$ cat config.mk
export PLATFORM = sky130hd
export DESIGN_NAME = seq_mult4
export DESIGN_NICKNAME = d
export VERILOG_FILES = /design/src/rtl/seq_mult4.sv
export SDC_FILE = /design/constraint.sdc
export NUM_CORES = 1
export LEC_CHECK = 0
export ABC_AREA = 0
export BUFFER_PORTS_ARGS = -buffer_cell sky130_fd_sc_hd__buf_2
export CAP_MARGIN = 20
export CORE_UTILIZATION = 25
export DETAILED_ROUTE_END_ITERATION = 16
export HOLD_SLACK_MARGIN = 0.05
export SKIP_LAST_GASP = 1
export SLEW_MARGIN = 25
export SYNTH_ARGS = -nofsm -noshare
export SYNTH_HDL_FRONTEND = slang
export SYNTH_SLANG_ARGS = --single-unit
$ cat constraint.sdc
create_clock -name clk -period 2.9 [get_ports clk]
set_input_delay 0.145 -clock clk [delete_from_list [all_inputs] [get_ports clk]]
set_output_delay 0.145 -clock clk [all_outputs]
set_load 0.05 [all_outputs]
$ cat src/rtl/seq_mult4.sv
// seq_mult4: multi-cycle shift-and-add unsigned multiplier.
// One partial product per clock is added through a WIDTH-stage full-adder
// ripple chain. The 2*WIDTH-bit product is registered and held until the
// next result, and done pulses for one cycle when it updates.
//
// Ports:
//   clk      - system clock, rising edge
//   rst_n    - asynchronous active-low reset
//   start    - operand strobe, sampled only in IDLE
//   a, b     - multiplicand / multiplier, captured on an accepted start
//   busy     - high in RUN and DONE
//   done     - one-cycle pulse, product valid
//   product  - registered result
//
// Optional build macro: SEQ_MULT_ZERO_BYPASS_EN. When it is defined, a zero
// operand finishes on the accepting edge and skips RUN entirely.
module seq_mult4 #(
    parameter int unsigned WIDTH = 4
) (
    input  logic                 clk,
    input  logic                 rst_n,
    input  logic                 start,
    input  logic [WIDTH-1:0]     a,
    input  logic [WIDTH-1:0]     b,
    output logic                 busy,
    output logic                 done,
    output logic [2*WIDTH-1:0]   product
);

    localparam int unsigned PW    = 2 * WIDTH;
    localparam int unsigned CNT_W = (WIDTH > 1) ? $clog2(WIDTH) : 1;

    localparam logic [1:0] S_IDLE = 2'd0;
    localparam logic [1:0] S_RUN  = 2'd1;
    localparam logic [1:0] S_DONE = 2'd2;

    logic [1:0]       state_q,   state_d;
    logic [WIDTH-1:0] m_q,       m_d;
    logic [WIDTH-1:0] acc_q,     acc_d;
    logic [WIDTH-1:0] q_q,       q_d;
    logic [CNT_W-1:0] count_q,   count_d;
    logic             carry_q,   carry_d;
    logic             busy_q,    busy_d;
    logic             done_q,    done_d;
    logic [PW-1:0]    product_q, product_d;

    // Ripple-chain signals
    logic [WIDTH-1:0] addend;
    logic [WIDTH-1:0] sum;
    logic [WIDTH:0]   c;
    logic             zero_byp;

    // State and datapath registers
    always_ff @(posedge clk or negedge rst_n) begin
        if (!rst_n) begin
            state_q   <= S_IDLE;
            m_q       <= '0;
            acc_q     <= '0;
            q_q       <= '0;
            count_q   <= '0;
            carry_q   <= 1'b0;
            busy_q    <= 1'b0;
            done_q    <= 1'b0;
            product_q <= '0;
        end else begin
            state_q   <= state_d;
            m_q       <= m_d;
            acc_q     <= acc_d;
            q_q       <= q_d;
            count_q   <= count_d;
            carry_q   <= carry_d;
            busy_q    <= busy_d;
            done_q    <= done_d;
            product_q <= product_d;
        end
    end

    // Next-state, adder chain and iteration logic
    always_comb begin
        state_d   = state_q;
        m_d       = m_q;
        acc_d     = acc_q;
        q_d       = q_q;
        count_d   = count_q;
        carry_d   = carry_q;
        done_d    = 1'b0;
        product_d = product_q;
        zero_byp  = 1'b0;

        // Full-adder ripple chain: ACC + (Q[0] ? M : 0). carry_q is the chain
        // carry-in; it is cleared on load and by every shift, so it stays 0.
        addend = q_q[0] ? m_q : '0;
        c[0]   = carry_q;
        for (int i = 0; i < int'(WIDTH); i++) begin
            sum[i]   = acc_q[i] ^ addend[i] ^ c[i];
            c[i+1]   = (acc_q[i] & addend[i]) | (c[i] & (acc_q[i] ^ addend[i]));
        end

`ifdef SEQ_MULT_ZERO_BYPASS_EN
        zero_byp = (a == '0) || (b == '0);
`endif

        case (state_q)
            S_IDLE: begin
                if (start) begin
                    if (zero_byp) begin
                        product_d = '0;
                        done_d    = 1'b1;
                        state_d   = S_DONE;
                    end else begin
                        m_d     = a;
                        q_d     = b;
                        acc_d   = '0;
                        carry_d = 1'b0;
                        count_d = '0;
                        state_d = S_RUN;
                    end
                end
            end
            S_RUN: begin
                // Shift {cout, sum, Q} right by one; cout lands in the ACC MSB
                acc_d   = {c[WIDTH], sum[WIDTH-1:1]};
                q_d     = {sum[0], q_q[WIDTH-1:1]};
                carry_d = 1'b0;
                count_d = count_q + CNT_W'(1);
                if (count_q == CNT_W'(WIDTH - 1)) begin
                    product_d = {acc_d, q_d};
                    done_d    = 1'b1;
                    state_d   = S_DONE;
                end
            end
            S_DONE: begin
                state_d = S_IDLE;
            end
            default: begin
                state_d = S_IDLE;
            end
        endcase

        busy_d = (state_d != S_IDLE);
    end

    assign busy    = busy_q;
    assign done    = done_q;
    assign product = product_q;

endmodule
==> impl_metrics.csv, run 1 <==
group,metric,value,unit
clock_tree,numCtsBuffers,3,
sta,finalWorstPathRequiredPeriod,2.22,ns
clock_tree,cts.root.buffer_cell,"sky130_fd_sc_hd__clkbuf_8",
pwr,comb_power_share,49.3,%
yosys,yosys.area.top_type_share,56.4,%
clock_tree,cts_max_level,1,
pwr,share_of_power_burned_in_registers,37.6,%
floorplan,die_h,69.9,um
route,postRouteAntennaNets,0,
sta,setup_tns,0,ns
pwr,power_density,1300,nW/um2
pwr,power.share.clock,13.1,%
worst_setup_path,worstSetupEndpointType,"flop",
pwr,switching_share,41.8,%
yosys,synthArstFlopShare,100,%
worst_hold_path,hp-class,"in -> reg",
pwr,cellLeakagePower,0.654,nW
global_routing,grt_pass1_vias,666,
sta,max_slew.worst_pin.slew,0.653,ns
sta,max_freq,451,MHz
floorplan,core,4380,um2
sta,layout_worst_path_cycle_share,76.5,%
pwr,max-vdd-ir-drop,0.251,mV
route,drc_errors,0,
cells_and_area,post-route-cell-area,1360,um2
worst_setup_path,critPathArrivalTime,2.41,ns
global_routing,grt.total_usage,9.42,%
global_routing,globalRouteMet3Util,2.16,%
sta,skew,0.00208,ns
floorplan,io_pins,21,
worst_setup_path,reg2reg_to,"product[6]$_DFFE_PN0P_",
sta,final-max-slew-violation-count,0,
global_routing,global_route_met1_utilization,12.3,%
route,routed_wire_length_per_instance,13.5,um
floorplan,floorplan.rows,24,
floorplan,initial_utilization,26.3,%
cells_and_area,number_of_antenna_cells_inserted,0,
sta,finalHoldViolations,0,
yosys,post_synth_instance_area,1150,um2
route,postRouteWirelength,2030,um
worst_setup_path,timing.critical_path.from_type,"flop",
yosys,netlist_instances,76,
route,num_vias,668,
pwr,finalPower,1.77,mW
yosys,syn_avg_cell_area,15.2,um2
yosys,netlist_top_cells_count,"sky130_fd_sc_hd__dfrtp_1, sky130_fd_sc_hd__inv_1, sky130_fd_sc_hd__mux2_4",
yosys,cell_type_contributing_the_most_total_cell_area_after_synthesis,"sky130_fd_sc_hd__dfrtp_1",
pwr,power.switching,0.740,mW
global_routing,grt.busiest_layer,"met2",
yosys,yosys.cell_count.top_type,"sky130_fd_sc_hd__dfrtp_1",
worst_hold_path,hold_path_end,"m_q[0]$_DFFE_PN0P_",
yosys,synth_nets,92,
worst_hold_path,hold_path.startpoint,"a[0]",
clock_tree,clock_latency,0.27,ns
placement,place.gp.congestion,0.766,
route,firstDrtPassIters,3,
yosys,synth_seq_area_share,56.4,%
route,number_of_drc_markers_after_the_initial_detailed_route_iteration,22,
global_routing,first_pass_grt_wire_length,3450,um
yosys,synth_flop_cell,"sky130_fd_sc_hd__dfrtp_1",
yosys,postSynthRegisterBits,26,
sta,setup-violations-final,0,
clock_tree,cts_repair_resize_count,0,
placement,post_place_cell_area,1300,um2
clock_tree,clock_sink_count,26,
placement,hpwlAfterDp,1520,um
cells_and_area,p_r_area_growth_vs_syn,18.0,%
yosys,synth_edf_count,0,
cells_and_area,nNetsFinal,116,
global_routing,antenna_found_initial,0,
worst_hold_path,hold-path-cell-count,2,
clock_tree,clock_tree.buffer_depth,2,
global_routing,global_route.usage.met2,14.3,%
route,routed_via_density,4.42,
run,maxCapViolations,0,
yosys,synth_cell_types,22,
pwr,cell_internal_pwr,1.03,mW
worst_setup_path,timing.reg2reg.setup_slack,0.68,ns
cells_and_area,post_route_cells_drive_above_1_share,37.4,%
worst_setup_path,rr_worst_depth,7,
yosys,synth.yosys.warnings,0,
floorplan,dieArea,4890,um2
floorplan,die_w,69.9,um
worst_setup_path,critical_path_peak_fanout,5,
clock_tree,tritoncts,"built",
worst_setup_path,worst_setup_path_startpoint,"q_q[0]$_DFFE_PN0P_",
clock_tree,clk_pin_slew_worst_paths,0.09,ns
sta,grt_setup_unrepaired,"no",
worst_setup_path,critical_path_required,3.09,ns
outcome,run_status,"finished, final reports clean",
worst_setup_path,reg2reg_from,"q_q[0]$_DFFE_PN0P_",
sta,slew_headroom,56.3,%
global_routing,global_route_total_overflow,0,
global_routing,grt_start_max_net_pins,27,
yosys,yosys-top-cells-area,"sky130_fd_sc_hd__dfrtp_1, sky130_fd_sc_hd__mux2_4, sky130_fd_sc_hd__fa_1",
worst_setup_path,worst_setup_path_category,"reg -> reg",
placement,port-buffer-count,20,
metal layers:
metal / wire length (um) / vias up
met3: 65 / 4
met1: 929 / 331
met4: 46 / 0
li1: - / 320
met5: 0 / -
met2: 990 / 13
cell usage in the layout, fill, tap and decap left out:
cell,count
sky130_fd_sc_hd__a21oi_1,1
sky130_fd_sc_hd__a22o_1,3
sky130_fd_sc_hd__and2_1,3
sky130_fd_sc_hd__buf_2,20
sky130_fd_sc_hd__clkbuf_8,4
sky130_fd_sc_hd__dfrtp_1,26
sky130_fd_sc_hd__dlygate4sd3_1,1
sky130_fd_sc_hd__fa_1,3
sky130_fd_sc_hd__ha_1,2
sky130_fd_sc_hd__inv_1,6
sky130_fd_sc_hd__inv_2,1
sky130_fd_sc_hd__mux2_2,4
sky130_fd_sc_hd__mux2_4,6
sky130_fd_sc_hd__mux2i_1,3
sky130_fd_sc_hd__nand2_1,1
sky130_fd_sc_hd__nand2b_1,1
sky130_fd_sc_hd__nand3b_1,1
sky130_fd_sc_hd__nor2b_1,1
sky130_fd_sc_hd__nor3b_4,1
sky130_fd_sc_hd__o21bai_2,1
sky130_fd_sc_hd__o221a_1,4
sky130_fd_sc_hd__o22ai_1,1
sky130_fd_sc_hd__o2bb2ai_1,1
sky130_fd_sc_hd__or4b_1,4
worst max-delay path by stage:
stage | slack (ns) | cells after the start | to
3_3_place_gp | 0.75 | 7 | product[6]$_DFFE_PN0P_
3_5_place_dp | 0.69 | 7 | acc_q[2]$_DFFE_PN0P_
2_1_floorplan | 0.80 | 7 | product[6]$_DFFE_PN0P_
5_1_grt | 0.54 | 7 | acc_q[2]$_DFFE_PN0P_
6_report | 0.68 | 7 | product[6]$_DFFE_PN0P_
4_1_cts | 0.67 | 7 | product[6]$_DFFE_PN0P_
final cells by class:
type	instances	area, um2
Multi-Input combinational cell	41	454
Tap cell	52	65.1
Timing Repair Buffer	21	110
Clock buffer	4	55.1
Fill cell	451	3020
Sequential cell	26	651
Inverter	7	26.3
logic make-up (layout without fill, tap and decap cells):
kind of cell	Yosys count	after routing	share of synthesized area [%]
simple gates	12	12	8.79
flops	26	26	56.4
compound gates	11	11	8.89
fa+ha+maj	5	5	7.38
buf+inv	9	32	4.23
mux	13	13	14.3
sequential cells by signal (all words and copies together), names as in the netlist:
register and flops:
acc_q 4, state_q 2, product 8, done 1, q_q 4, count_q 2, busy 1, m_q 4
critical path, cell delays in order (launching register included):
cell and delay [ns]:
sky130_fd_sc_hd__dfrtp_1 0.41, sky130_fd_sc_hd__and2_1 0.16, sky130_fd_sc_hd__ha_1 0.19, sky130_fd_sc_hd__fa_1 0.38, sky130_fd_sc_hd__fa_1 0.36, sky130_fd_sc_hd__inv_1 0.08, sky130_fd_sc_hd__fa_1 0.43, sky130_fd_sc_hd__mux2i_1 0.13
metrics by stage:
step | utilization, % | worst slack [ns] | hold WS [ns] | cells
floorplan | - | 0.803 | -0.151 | 76
global placement | 29.6 | 0.751 | 0.162 | 146
detailed placement | 29.6 | 0.690 | 0.175 | 146
CTS | 31.1 | 0.666 | 0.107 | 151
global route | 31.1 | 0.541 | 0.110 | 151
finish | 31.1 | 0.682 | 0.113 | 151
power groups by stage:
stage,sequential (mW),clock (mW),combinational [mW]
after floorplan,0.867,0,0.501
after global placement,0.666,0,0.861
after detailed placement,0.674,0,0.889
after CTS,0.667,0.238,0.888
after global routing,0.690,0.256,0.964
final,0.666,0.232,0.872
what timing repair did:
action / in CTS / in global routing
hold buffers: 1 / 0
setup buffers: 0 / 0
hold endpoints to repair: 26 / 0
Note: power is estimated with default switching activity, not from simulation.
==> run 2, diff against run 1 <==
==> constraint.sdc (replaced) <==
create_clock -name clk -period 2.1 [get_ports clk]
set_input_delay 0.105 -clock clk [delete_from_list [all_inputs] [get_ports clk]]
set_output_delay 0.105 -clock clk [all_outputs]
set_load 0.05 [all_outputs]
==> impl_metrics.csv, run 2 (synthesis gave the netlist of run 1 again) <==
group,metric,value,unit
worst_setup_path,worstSetupEndpointType,"flop",
worst_setup_path,critical_path_required,2.30,ns
placement,hpwlAfterDp,1570,um
pwr,share_of_power_burned_in_registers,36.9,%
placement,port-buffer-count,20,
clock_tree,numCtsBuffers,3,
route,drc_errors,0,
pwr,power_density,1790,nW/um2
worst_setup_path,critPathArrivalTime,2.26,ns
cells_and_area,post_route_cells_drive_above_1_share,45.1,%
cells_and_area,largest_register_ff_count,8,
run,maxCapViolations,0,
pwr,comb_power_share,52.0,%
global_routing,globalRouteMet3Util,2.02,%
cells_and_area,p_r_area_growth_vs_syn,21.4,%
sta,final-max-slew-violation-count,0,
global_routing,grt.busiest_layer,"met2",
global_routing,global_route.usage.met2,16.2,%
route,firstDrtPassIters,3,
sta,max_slew.worst_pin.slew,0.568,ns
route,number_of_drc_markers_after_the_initial_detailed_route_iteration,9,
route,routed_wire_length_per_instance,13.4,um
cells_and_area,layout.cells.most_common_list,"sky130_fd_sc_hd__dfrtp_1, sky130_fd_sc_hd__buf_2, sky130_fd_sc_hd__mux2_4, sky130_fd_sc_hd__inv_1",
global_routing,first_pass_grt_wire_length,3580,um
sta,slew_headroom,62.1,%
floorplan,initial_utilization,26.3,%
route,routed_via_density,4.56,
worst_setup_path,timing.critical_path.from_type,"flop",
worst_hold_path,hp-class,"in -> reg",
global_routing,grt.total_usage,9.68,%
worst_setup_path,worst_setup_path_category,"reg -> reg",
global_routing,antenna_found_initial,0,
global_routing,grt_pass1_vias,762,
global_routing,global_route_total_overflow,0,
clock_tree,tritoncts,"built",
route,postRouteAntennaNets,0,
clock_tree,cts_max_level,1,
floorplan,dieArea,4890,um2
cells_and_area,fillerInstances,441,
sta,grt_setup_unrepaired,"yes",
worst_hold_path,hold_path.startpoint,"a[2]",
clock_tree,clock_tree.buffer_depth,2,
route,num_vias,703,
outcome,run_status,"finished, final reports clean",
pwr,cellLeakagePower,0.665,nW
worst_setup_path,reg2reg_to,"product[6]$_DFFE_PN0P_",
pwr,switching_share,41.7,%
clock_tree,cts.root.buffer_cell,"sky130_fd_sc_hd__clkbuf_8",
cells_and_area,nNetsFinal,120,
clock_tree,clk_pin_slew_worst_paths,0.09,ns
sta,skew,0.00811,ns
pwr,cell_internal_pwr,1.46,mW
global_routing,grt_start_max_net_pins,27,
cells_and_area,multiInputGateArea,477,um2
worst_setup_path,rr_worst_depth,7,
floorplan,floorplan.rows,24,
floorplan,io_pins,21,
worst_setup_path,critical_path.endpoint,"product[6]$_DFFE_PN0P_",
cells_and_area,layout.cells.most_common,"sky130_fd_sc_hd__dfrtp_1",
route,postRouteWirelength,2060,um
cells_and_area,number_of_antenna_cells_inserted,0,
sta,finalHoldViolations,0,
pwr,finalPower,2.50,mW
pwr,max-vdd-ir-drop,0.365,mV
sta,max_freq,485,MHz
worst_setup_path,critical_path_peak_fanout,2,
worst_setup_path,reg2reg_from,"m_q[0]$_DFFE_PN0P_",
sta,setup-violations-final,0,
pwr,power.switching,1.04,mW
clock_tree,clock_latency,0.27,ns
sta,finalWorstPathRequiredPeriod,2.06,ns
clock_tree,clock_sink_count,26,
placement,place.gp.congestion,0.777,
sta,layout_worst_path_cycle_share,98.1,%
worst_setup_path,worst_setup_path_startpoint,"m_q[0]$_DFFE_PN0P_",
sta,setup_tns,0,ns
cells_and_area,ff_latch_area,651,um2
worst_setup_path,timing.reg2reg.setup_slack,0.04,ns
floorplan,die_w,69.9,um
global_routing,global_route_met1_utilization,11.2,%
floorplan,core,4380,um2
pwr,power.share.clock,11.1,%
floorplan,die_h,69.9,um
[run 2: metrics by stage]
stage          util [%]  cells  hold slack [ns]  cell area [um2]  setup slack [ns]
5_1_grt            31.9    154           0.0597             1400           -0.0639
3_3_place_gp       29.9    148            0.123             1310           -0.0151
6_report           31.9    154           0.0624             1400            0.0389
4_1_cts            31.4    153           0.0617             1380          -0.00900
2_1_floorplan         -     76           -0.191             1150           0.00305
3_5_place_dp       29.9    148            0.135             1310           -0.0864
[run 2: worst min-delay path by stage]
stage	end	cells past startpoint	slack [ns]
after detailed placement	done$_DFF_PN0_	1	0.14
after global routing	m_q[1]$_DFFE_PN0P_	2	0.06
final	m_q[2]$_DFFE_PN0P_	2	0.06
after floorplan	acc_q[0]$_DFFE_PN0P_	0	-0.19
after CTS	m_q[2]$_DFFE_PN0P_	2	0.06
after global placement	done$_DFF_PN0_	1	0.12
[run 2: critical path, stage by stage, from the launching register on]
cell                      delay [ns]
sky130_fd_sc_hd__dfrtp_1        0.38
sky130_fd_sc_hd__and2_4         0.16
sky130_fd_sc_hd__ha_4           0.15
sky130_fd_sc_hd__fa_2           0.33
sky130_fd_sc_hd__fa_2           0.34
sky130_fd_sc_hd__inv_2          0.06
sky130_fd_sc_hd__fa_1           0.41
sky130_fd_sc_hd__mux2i_1        0.14
[run 2: final cells by class]
cell class	instances	share of cell area, %
repair buffers	25	10.0
well taps	52	4.65
multi-input cells	41	34.0
flip-flops and latches	26	46.5
inverters	7	1.88
clock buffers	3	2.95
[run 2: what timing repair did]
item                                    4_1_cts  5_1_grt
hold endpoints to repair                     26        0
hold buffers                                  1        0
gates resized for setup                       4        3
pin swaps                                     2        2
cloned                                        0        0
setup buffers                                 1        1
endpoints found under the setup margin        2        2
[run 2: power by group through the flow]
stage                     combinational, mW  clock (mW)  sequential (mW)
after floorplan                       0.692           0             1.20
after global placement                 1.21           0            0.913
after detailed placement               1.25           0            0.930
after CTS                              1.28       0.287            0.921
after global routing                   1.43       0.300            0.960
final                                  1.30       0.277            0.924
[run 2: metal layers]
layer	up-vias	routed length, um
li1	325	-
met1	359	893
met2	14	1050
met3	5	61
met4	0	61
met5	-	0
==> run 3, diff against run 2 <==
--- a/config.mk
+++ b/config.mk
@@ -10,7 +10,9 @@
 export CAP_MARGIN = 20
 export CORE_UTILIZATION = 25
 export DETAILED_ROUTE_END_ITERATION = 16
+export GPL_TIMING_DRIVEN = 0
 export HOLD_SLACK_MARGIN = 0.05
+export RECOVER_POWER = 50
 export SKIP_LAST_GASP = 1
 export SLEW_MARGIN = 25
 export SYNTH_ARGS = -nofsm -noshare
==> constraint.sdc (replaced) <==
create_clock -name clk -period 1.9 [get_ports clk]
set_input_delay 0.095 -clock clk [delete_from_list [all_inputs] [get_ports clk]]
set_output_delay 0.095 -clock clk [all_outputs]
set_load 0.05 [all_outputs]
==> impl_metrics.csv, run 3 (synthesis gave the netlist of run 1 again) <==
group,metric,value,unit
clock_tree,clk_pin_slew_worst_paths,0.08,ns
pwr,max-vdd-ir-drop,0.680,mV
cells_and_area,p_r_area_growth_vs_syn,20.0,%
route,routed_wire_length_per_instance,13.0,um
worst_setup_path,worst_setup_path_category,"reg -> reg",
floorplan,initial_utilization,26.3,%
sta,layout_worst_path_cycle_share,110,%
placement,place.gp.congestion,0.720,
global_routing,antenna_found_initial,0,
worst_setup_path,timing.critical_path.from_type,"flop",
sta,final-max-slew-violation-count,0,
worst_hold_path,hp-class,"in -> reg",
global_routing,grt_pass1_vias,736,
pwr,power_density,1970,nW/um2
cells_and_area,largest_register_ff_count,8,
route,drc_errors,0,
outcome,run_status,"complete, but fails checks",
worst_setup_path,critical_path_peak_fanout,3,
sta,setup-violations-final,2,
worst_hold_path,hold-path-cell-count,2,
route,routed_via_density,4.39,
floorplan,io_pins,21,
worst_setup_path,critPathArrivalTime,2.28,ns
route,met2_length,960,um
floorplan,die_w,69.9,um
route,postRouteWirelength,1990,um
route,number_of_drc_markers_after_the_initial_detailed_route_iteration,1,
global_routing,grt_start_max_net_pins,27,
clock_tree,clock_latency,0.26,ns
global_routing,grt.total_usage,9.20,%
route,postRouteAntennaNets,0,
sta,max_freq,479,MHz
placement,place_ws,-0.259,ns
clock_tree,numCtsBuffers,3,
route,num_vias,671,
placement,port-buffer-count,20,
worst_hold_path,hold_path.startpoint,"a[2]",
cells_and_area,layout.cells.most_common,"sky130_fd_sc_hd__dfrtp_1",
clock_tree,clock_tree.buffer_depth,2,
worst_setup_path,worstSetupEndpointType,"flop",
pwr,finalPower,2.72,mW
outcome,violations,"negative setup slack",
clock_tree,cts_max_level,1,
cells_and_area,nNetsFinal,119,
sta,max_slew.worst_pin.slew,1.35,ns
cells_and_area,layout.cells.most_common_list,"sky130_fd_sc_hd__dfrtp_1, sky130_fd_sc_hd__buf_2, sky130_fd_sc_hd__mux2_4, sky130_fd_sc_hd__inv_1",
floorplan,core,4380,um2
clock_tree,tritoncts,"built",
run,maxCapViolations,0,
worst_setup_path,reg2reg_from,"q_q[0]$_DFFE_PN0P_",
floorplan,die_h,69.9,um
global_routing,first_pass_grt_wire_length,3620,um
sta,finalWorstPathRequiredPeriod,2.09,ns
clock_tree,clock_sink_count,26,
pwr,cellLeakagePower,0.649,nW
route,detail_route.wirelength.met1,927,um
sta,finalHoldViolations,0,
route,firstDrtPassIters,2,
route,top_layer,"met4",
global_routing,global_route_total_overflow,0,
cells_and_area,post_route_cells_drive_above_1_share,40.6,%
sta,final.setup.worst_slack,-0.189,ns
sta,grt_setup_unrepaired,"yes",
worst_setup_path,critical_path_required,2.09,ns
sta,skew,0.00254,ns
floorplan,floorplan.rows,24,
floorplan,dieArea,4890,um2
worst_setup_path,reg2reg_to,"product[6]$_DFFE_PN0P_",
clock_tree,cts.root.buffer_cell,"sky130_fd_sc_hd__clkbuf_8",
worst_hold_path,hold_path_end,"m_q[2]$_DFFE_PN0P_",
placement,hpwlAfterDp,1460,um
sta,slew_headroom,9.81,%
worst_setup_path,rr_worst_depth,7,
cells_and_area,number_of_antenna_cells_inserted,0,
worst_setup_path,timing.reg2reg.setup_slack,-0.19,ns
route,wl_met3,51,um
==> run 3: cell types whose count changed in the layout (fill, tap and decap cells not counted), moves of 2 or more <==
cell,change
sky130_fd_sc_hd__and2_1,+2
sky130_fd_sc_hd__and2_4,-2
sky130_fd_sc_hd__buf_2,-3
sky130_fd_sc_hd__buf_4,-3
sky130_fd_sc_hd__buf_6,+2
sky130_fd_sc_hd__clkbuf_1,+3
==> run 3: report_power, final <==
| group | switching, mW | internal [mW] | total (mW) |
|---|---|---|---|
| combinational | 0.813 | 0.619 | 1.43 |
| sequential | 0.165 | 0.826 | 0.992 |
| clock | 0.154 | 0.142 | 0.295 |
==> run 3: worst max-delay path, cell delays in order (launching register included) <==
cell and delay, ns:
sky130_fd_sc_hd__dfrtp_1 0.40, sky130_fd_sc_hd__and2_1 0.15, sky130_fd_sc_hd__ha_2 0.17, sky130_fd_sc_hd__fa_2 0.34
sky130_fd_sc_hd__fa_2 0.34, sky130_fd_sc_hd__inv_2 0.06, sky130_fd_sc_hd__fa_2 0.44, sky130_fd_sc_hd__mux2i_1 0.13
==> run 3: worst max path at each step <==
stage	end	slack [ns]	startpoint
6_report	product[6]$_DFFE_PN0P_	-0.19	q_q[0]$_DFFE_PN0P_
5_1_grt	product[6]$_DFFE_PN0P_	-0.29	q_q[0]$_DFFE_PN0P_
4_1_cts	acc_q[2]$_DFFE_PN0P_	-0.21	q_q[0]$_DFFE_PN0P_
3_5_place_dp	acc_q[2]$_DFFE_PN0P_	-0.26	q_q[0]$_DFFE_PN0P_
3_3_place_gp	acc_q[2]$_DFFE_PN0P_	-0.24	q_q[0]$_DFFE_PN0P_
2_1_floorplan	acc_q[2]$_DFFE_PN0P_	-0.12	q_q[0]$_DFFE_PN0P_
==> run 3: final cells by class <==
cell class | count | area, um2
Multi-Input combinational cell | 41 | 464
Sequential cell | 26 | 651
Inverter | 7 | 26.3
Fill cell | 444 | 3000
Timing Repair Buffer | 22 | 114
Buffer | 2 | 22.5
Clock buffer | 3 | 41.3
Tap cell | 52 | 65.1
==> run 3: metal layers <==
layer  global-route usage (%)  up-vias
met5                        0        -
met4                     4.67        0
met3                     1.15        4
met2                     14.7       11
met1                     12.2      330
li1                         -      326
==> run 3: timing repair <==
item,CTS,global route
pin swaps,1,1
endpoints found under the setup margin,5,5
buffers inserted,1,0
hold buffers,1,0
hold endpoints to repair,26,0
resized for setup,0,1
==> run 3: per-stage QoR <==
step | TNS [ns] | instances | hold WS (ns) | utilization (%) | area (um2)
after detailed placement | -0.531 | 148 | 0.127 | 30.3 | 1330
after global routing | -0.616 | 153 | 0.0539 | 31.6 | 1380
after floorplan | -0.226 | 76 | -0.201 | - | 1160
after global placement | -0.455 | 148 | 0.113 | 30.3 | 1330
final | -0.378 | 153 | 0.0591 | 31.6 | 1380
after CTS | -0.424 | 153 | 0.0525 | 31.6 | 1390
